<file path="config.mk">
export PLATFORM = sky130hd
export DESIGN_NAME = phys_step_sequencer
export DESIGN_NICKNAME = d
export VERILOG_FILES = /design/src/rtl/phys_step_sequencer.sv
export SDC_FILE = /design/constraint.sdc
export NUM_CORES = 1
export LEC_CHECK = 0
export CAP_MARGIN = 20
export CORE_MARGIN = 2
export CORE_UTILIZATION = 44
export DETAILED_ROUTE_END_ITERATION = 12
export PLACE_DENSITY = 0.95
export SYNTH_ARGS = -nofsm -noshare
export SYNTH_HDL_FRONTEND = slang
export SYNTH_SLANG_ARGS = --single-unit
export TNS_END_PERCENT = 5
</file>
<file path="constraint.sdc">
create_clock -name sys_clk -period 3.9 [get_ports sys_clk]
set_clock_uncertainty 0.2 [all_clocks]
set_input_delay 0.585 -clock sys_clk [delete_from_list [all_inputs] [get_ports sys_clk]]
set_output_delay 0.585 -clock sys_clk [all_outputs]
set_load 0.02 [all_outputs]
</file>
<file path="src/rtl/phys_step_sequencer.sv">
// Per-frame physics sweep: fetch each active object word, hand it to the update stage, write the result back.
// Optional PHYS_FLOOR_CLAMP_EN clamps written pos_y to FLOOR_Y (and zeroes vel_y) when the result falls below the floor.

`ifndef SF
`define SF 16
`endif
`ifndef SF_DEC
`define SF_DEC 8
`endif
`ifndef DF_DEC
`define DF_DEC 8
`endif
`ifndef OBJ_DYN_WIDTH
`define OBJ_DYN_WIDTH (4*`SF)
`endif

// state | meaning
// IDLE  | waiting for start
// SCAN  | test mask[idx]; issue read, skip slot, or finish
// WAIT  | read in flight; capture rd_data on the last wait cycle
// CALC  | update stage evaluates upd_dyn; result registered
// WRITE | write result back, advance idx
// DONE  | one-cycle completion pulse
module phys_step_sequencer #(
    parameter int NUM_OBJ = 16,
    parameter int ADDR_W = (NUM_OBJ > 1) ? $clog2(NUM_OBJ) : 1,
    parameter int RD_LAT = 2,
    parameter logic signed [`SF-1:0] FLOOR_Y = 16'sd1000
) (
    input  logic                        sys_clk,
    input  logic                        sys_rst_n,
    input  logic                        start,
    input  logic signed [`DF_DEC+1:0]   time_step,
    input  logic [NUM_OBJ-1:0]          obj_active,
    output logic                        busy,
    output logic                        done,
    output logic                        rd_en,
    output logic [ADDR_W-1:0]           rd_addr,
    input  logic [`OBJ_DYN_WIDTH-1:0]   rd_data,
    output logic                        wr_en,
    output logic [ADDR_W-1:0]           wr_addr,
    output logic [`OBJ_DYN_WIDTH-1:0]   wr_data,
    output logic [`OBJ_DYN_WIDTH-1:0]   upd_dyn,
    output logic signed [`DF_DEC+1:0]   upd_time_step,
    input  logic [`OBJ_DYN_WIDTH-1:0]   upd_result
);

    localparam int IDX_W  = ADDR_W + 1;
    localparam int MASK_W = 1 << ADDR_W;
    localparam int CNT_W  = (RD_LAT > 1) ? $clog2(RD_LAT + 1) : 1;

    typedef enum logic [2:0] {
        IDLE  = 3'd0,
        SCAN  = 3'd1,
        WAIT  = 3'd2,
        CALC  = 3'd3,
        WRITE = 3'd4,
        DONE  = 3'd5
    } state_t;

    state_t                      state, state_next;
    logic [IDX_W-1:0]            idx;
    logic [CNT_W-1:0]            cnt;
    logic [MASK_W-1:0]           mask_q;
    logic                        at_end;
    logic                        slot_on;
    logic                        last_wait;
    logic [`OBJ_DYN_WIDTH-1:0]   calc_word;

    assign at_end    = (idx == IDX_W'(NUM_OBJ));
    assign slot_on   = !at_end && mask_q[idx[ADDR_W-1:0]];
    assign last_wait = (cnt == CNT_W'(1));
    assign rd_addr   = idx[ADDR_W-1:0];
    assign wr_addr   = idx[ADDR_W-1:0];

    always_ff @(posedge sys_clk or negedge sys_rst_n) begin
        if (!sys_rst_n) begin
            state <= IDLE;
        end else begin
            state <= state_next;
        end
    end

    always_comb begin
        state_next = state;
        busy       = (state != IDLE);
        done       = 1'b0;
        rd_en      = 1'b0;
        wr_en      = 1'b0;
        case (state)
            IDLE: begin
                if (start) state_next = SCAN;
            end
            SCAN: begin
                if (at_end) begin
                    state_next = DONE;
                end else if (slot_on) begin
                    rd_en      = 1'b1;
                    state_next = WAIT;
                end
            end
            WAIT: begin
                if (last_wait) state_next = CALC;
            end
            CALC: begin
                state_next = WRITE;
            end
            WRITE: begin
                wr_en      = 1'b1;
                state_next = SCAN;
            end
            DONE: begin
                done       = 1'b1;
                state_next = IDLE;
            end
            default: state_next = IDLE;
        endcase
    end

    // Result word as it will be written; the floor clamp only touches the y axis.
    always_comb begin
        calc_word = upd_result;
`ifdef PHYS_FLOOR_CLAMP_EN
        if ($signed(upd_result[3*`SF-1:2*`SF]) > FLOOR_Y) begin
            calc_word[3*`SF-1:2*`SF] = FLOOR_Y;
            calc_word[`SF-1:0]       = '0;
        end
`endif
    end

`ifndef PHYS_FLOOR_CLAMP_EN
    logic unused_floor_y;
    assign unused_floor_y = ^FLOOR_Y;
`endif

    always_ff @(posedge sys_clk or negedge sys_rst_n) begin
        if (!sys_rst_n) begin
            idx           <= '0;
            cnt           <= '0;
            mask_q        <= '0;
            upd_time_step <= '0;
            upd_dyn       <= '0;
            wr_data       <= '0;
        end else begin
            case (state)
                IDLE: begin
                    if (start) begin
                        upd_time_step <= time_step;
                        mask_q        <= MASK_W'(obj_active);
                        idx           <= '0;
                    end
                end
                SCAN: begin
                    if (slot_on) begin
                        cnt <= CNT_W'(RD_LAT);
                    end else if (!at_end) begin
                        idx <= idx + IDX_W'(1);
                    end
                end
                WAIT: begin
                    cnt <= cnt - CNT_W'(1);
                    if (last_wait) upd_dyn <= rd_data;
                end
                CALC: begin
                    wr_data <= calc_word;
                end
                WRITE: begin
                    idx <= idx + IDX_W'(1);
                end
                default: ;
            endcase
        end
    end

endmodule

</file>
# Word level (Yosys, flattened, before mapping)

Index checks and enable logic that the tools add are counted.

Register bits: 164
Latch bits: 0
Bits in writable memories: 0
Memory bits (read-only): 0
Input bits: 157
Output and inout bits: 150
Logic and storage cells: 52
Memories: 0

$add $sub $neg: 2
Multipliers: 0
Divide/modulo/power cells: 0
Magnitude comparators: 1
Eq/ne operators: 13
Shift-type cells: 0
Multiplexer cells: 18
Bitwise operators: 0
Reductions and logical operators: 11

Operators with widths:

| kind                  | number |
|---|---|
| $mux W5               | 3 |
| $pmux W3 S5           | 1 |
| $pmux W5 S3           | 1 |
| $mux W3               | 4 |
| $ne A2 B2 Y1 const B  | 5 |
| $eq A3 B2 Y1 const B  | 2 |
| $eq A3 B3 Y1 const B  | 2 |
| $mux W1               | 6 |
| $reduce_and A2 Y1     | 3 |
| $reduce_bool A3 Y1    | 2 |
| $add A5 B1 Y5 const B | 1 |
| $eq A5 B5 Y1 const B  | 1 |
| $lt A4 B5 Y1 const B  | 1 |
| $bmux W1 S4           | 1 |
| $pmux W2 S2           | 1 |
| $reduce_and A4 Y1     | 1 |
| $eq A3 B1 Y1 const B  | 1 |
| $logic_not A3 Y1      | 1 |
| $ne A3 B3 Y1 const B  | 1 |
| $reduce_and A3 Y1     | 1 |
| $eq A2 B1 Y1 const B  | 1 |
| $mux W2               | 1 |
| $reduce_bool A2 Y1    | 1 |
| $sub A2 B1 Y2 const B | 1 |
| 2 further kinds       | 2 |

# Logic depth before layout (Yosys ltp)

Depth after elaboration: 6
Mapped depth: 7

# Worst setup path after synthesis

Ideal clock, no wire load.

Kind: reg2out
Start: reg idx[2]
End: out rd_en
Arrival time: 1.720 ns
Data required time: 3.115 ns
Path slack: 1.395 ns
Cell stages (with the launch flop): 6
Buffers on the path: 1
Cell sequence: dfrtp_1 > buf_6 > mux4_2 > mux4_2 > nand2b_1 > inv_2

Cells in the longest elaborated chain, start to end: 6
Elaborated cells on any way between the ends: 8
Classes of those cells: eq/ne: 1; mux: 5; reduce/logical: 2

Ends and longest elaborated chain:

| element                                                                  | line   | RTL |
|---|---|---|
| start, declared                                                          | 62     | `logic [IDX_W-1:0] idx;` |
| start signal, assigned                                                   | 157    | `idx <= idx + IDX_W'(1);` |
| start signal, assigned                                                   | 168    | `idx <= idx + IDX_W'(1);` |
| $bmux W1 S4 / $eq A5 B5 Y1 (equally long branches)                       | 71, 70 |  |
| $mux W1 (not written as such) / $logic_not A1 Y1 (equally long branches) | --     |  |
| $logic_and A1 B1 Y1                                                      | 71     | `assign slot_on = !at_end && mask_q[idx[ADDR_W-1:0]];` |
| $mux W1                                                                  | 97     | `end else if (slot_on) begin` |
| $mux W1 (*)                                                              | 95     | `if (at_end) begin` |
| $mux W1 (*)                                                              | 90     | `case (state)` |
| end, declared                                                            | 37     | `output logic rd_en,` |

Mark *: on every way between the ends. The rest lies on a longest branch, timed or not. The select of a mux whose other input is x is not followed.

# Worst setup path after layout

Ends and elaborated chain as after synthesis.

==> impl_metrics.py <==
metrics = {
    "layout": {
        "final_common_cell": "clkdlybuf4s50_1",
        "fin_nets": 871,
        "final_cell_mix": "clkdlybuf4s50_1 (305), dfrtp_1 (164), mux2_2 (153), clkbuf_16 (17)",
        "area_delta_synth_final_pct": 58.4,
        "fin_util": 0.709,
        "layout-drive-gt1-share": 0.276,
        "n_antenna_cell": 0,
    },
    "detailed_routing": {
        "first_iter_violations": 275,
        "ant_nets": 0,
        "drt-vias-per-instance": 5.15,
        "drc": 0,
        "wirelength_um": 17700,
        "wl_per_cell_um": 19.5,
        "via_count": 4663,
        "dr.pass1.iters": 4,
    },
    "die": {
        "fp-row-count": 44,
        "die_h_um": 125,
        "die-area_mm2": 0.0157,
        "coreArea_mm2": 0.0145,
        "die_w_um": 125,
        "initial_core_util": 0.448,
        "io-pin-count": 307,
    },
    "global_route": {
        "track_usage": 0.230,
        "grt_use_met1": 0.248,
        "antenna_found_initial": 0,
        "grt_pass1_vias": 5233,
        "grt_use_met2": 0.418,
        "grt.busiest_layer": "met2",
        "grt_max_degree": 84,
        "grt_pass1_wl_um": 28000,
        "use_met3": 0.0685,
        "grt_overflow": 0,
    },
    "timing": {
        "relSlewSlack": 0.451,
        "fin_setup_tns_ns": 0,
        "max_freq_mhz": 267,
        "setup_viol": 0,
        "tightest_slew_ns": 0.818,
        "fin_crit_sh": 0.960,
        "hold_ws_ns": -0.00550,
        "min_period_ns": 3.74,
        "layout_setup_ws_ns": 0.158,
        "rsz0062_at_grt": "false",
        "hold_violations": 5,
        "slew_viol_final": 0,
    },
    "worst_setup_path": {
        "worstPathMaxFanout": 11,
        "worst-setup-path-type": "register to primary output",
        "crit_path_start_kind": "register",
        "cp_num_buf_inv": 2,
        "r2r-start": "state[1]",
        "path_cells": "mux4_2 -> mux4_2 -> nand2b_1 -> inv_2 -> clkdlybuf4s50_1",
        "required_ns": 3.12,
        "cpLargestDelayFamily": "multiplexers",
        "max_stage_delay_ns": 0.62,
        "cp.arrival_ns": 2.96,
        "worstRegToRegCells": 5,
        "r2r_setup_slack_ns": 1.21,
        "cp-end-kind": "primary output",
        "cp_common_cell": "mux4_2",
        "critPathSlowestCell": "dfrtp_1",
        "timing.rr.end": "upd_dyn[36]",
    },
    "power": {
        "cellLeakagePower_nw": 4.37,
        "seq_power_share": 0.344,
        "p_int_w": 0.00560,
        "vdd_ir_drop_max_mv": 0.481,
        "power_frac_clock": 0.191,
        "switchingPower_w": 0.00293,
        "p_per_area_mw_per_mm2": 831,
        "pwr-share-comb": 0.465,
        "netSwitchingFraction": 0.344,
    },
    "synth": {
        "synthArstFlopShare": 1.00,
        "synth_seq_cells": 164,
        "synth_ff_type": "dfrtp_1",
        "ys_seq_area_frac": 0.633,
        "synthCells": 409,
        "yosys.area.top_type": "dfrtp_1",
        "synth-edff-count": 0,
        "yosysTopAreaCellShare": 0.633,
        "synth.avg_cell_area_um2": 15.9,
        "synthesis.area_mm2": 0.00648,
        "syn-num-nets": 569,
        "yosysUniqueCellTypes": 33,
        "ys_top_cells_by_area": "dfrtp_1 (63%), mux2_2 (27%), mux4_2 (1.7%), buf_4 (0.93%), clkbuf_1 (0.64%)",
        "yosysWarnings": 0,
    },
    "flow_run": {
        "cap_violations": 0,
    },
    "clock_tree": {
        "clkLatencyLatePin_ns": 0.41,
        "h-tree-depth": 4,
        "cts_tree": "done",
        "cts_buffer_depth": 2,
        "cts_resized": 0,
        "cts_hold_buffers": 0,
        "numCtsBuffers": 17,
        "path_clk_slew_ns": 0.06,
        "cts_root_buffer": "clkbuf_16",
        "cts_setup_buffers": 0,
        "clock-sinks": 164,
    },
    "min_path": {
        "hold_path.class": "input port to async pin",
    },
    "placement": {
        "hpwl_um": 13300,
        "gp_congestion": 0.912,
        "io_buffers": 306,
        "place_ws_ns": 0.596,
    },
    "status": {
        "violations": "negative hold slack",
        "outcome": "finished, violations left",
    },
}
## worst max path at each step
stage                start    end  slack [ns]  cells after the start
finish              idx[2]  rd_en        0.16                      5
global route        idx[2]  rd_en       0.008                      5
CTS                 idx[2]  rd_en        0.13                      5
detailed placement  idx[2]  rd_en        0.60                      5
global placement    idx[2]  rd_en        0.63                      5
floorplan           idx[2]  rd_en        1.40                      5
## per-stage QoR
stage	power, W	cell area [um^2]	hold WS, ns	cells
4_1_cts	0.00860	10300	0.0394	905
2_1_floorplan	0.00495	6480	0.0894	409
3_3_place_gp	0.00672	9680	0.272	875
3_5_place_dp	0.00692	9680	0.274	875
6_report	0.00853	10300	-0.00550	906
5_1_grt	0.00893	10300	0.0582	906
## cell families (layout without fill, tap and decap cells)
kind of cell             after synthesis  count (layout)  synth area share
flip-flops                           164             164             0.633
multiplexers                         161             161             0.288
buffers and inverters                 35             348            0.0276
AND/OR/NAND/NOR                       30              30            0.0245
AO/OA/AOI/OAI                         15              15            0.0199
adder cells (fa/ha/maj)                3               3           0.00579
XOR/XNOR                               1               1           0.00135
## per-layer routing
metal	vias up	wire length (um)
met5	-	0
li1	2056	-
met2	208	9790
met3	44	1170
met1	2355	6150
met4	0	565
## power by group through the flow
stage                     Clock, W  Sequential (W)  Combinational [W]
after global routing       0.00175         0.00303            0.00415
final                      0.00163         0.00293            0.00397
after detailed placement         0         0.00296            0.00396
after global placement           0         0.00288            0.00385
after floorplan                  0         0.00368            0.00128
after CTS                  0.00167         0.00294            0.00399
## flip-flops by register name, indices dropped and copies added (netlist names)
signal and count:
idx 5, wr_data 64, mask_q 16, upd_dyn 64, state 3, cnt 2, upd_time_step 10
## synth_stat cells, drive strengths merged (2+ instances only)
| cell type | number |
|---|---|
| o31ai | 2 |
| o21ai | 2 |
| dfrtp | 164 |
| inv | 7 |
| nand2 | 6 |
| and2 | 2 |
| mux4 | 5 |
| nor3 | 6 |
| buf | 17 |
| ha | 3 |
| a31oi | 2 |
| o2111ai | 3 |
| clkbuf | 11 |
| mux2 | 155 |
| nand2b | 3 |
| nor2 | 4 |
| and3 | 3 |
| o311ai | 3 |
| or3 | 2 |
## area by class of cell
| class | instances | area (um^2) |
|---|---|---|
| fill | 911 | 4210 |
| inverter | 7 | 26.3 |
| multi-input combinational | 210 | 2210 |
| tap | 184 | 230 |
| clock buffer | 22 | 474 |
| timing repair buffer | 311 | 3130 |
| clock inverter | 8 | 101 |
| sequential | 164 | 4100 |
Note: power is estimated with default switching activity, not from simulation.
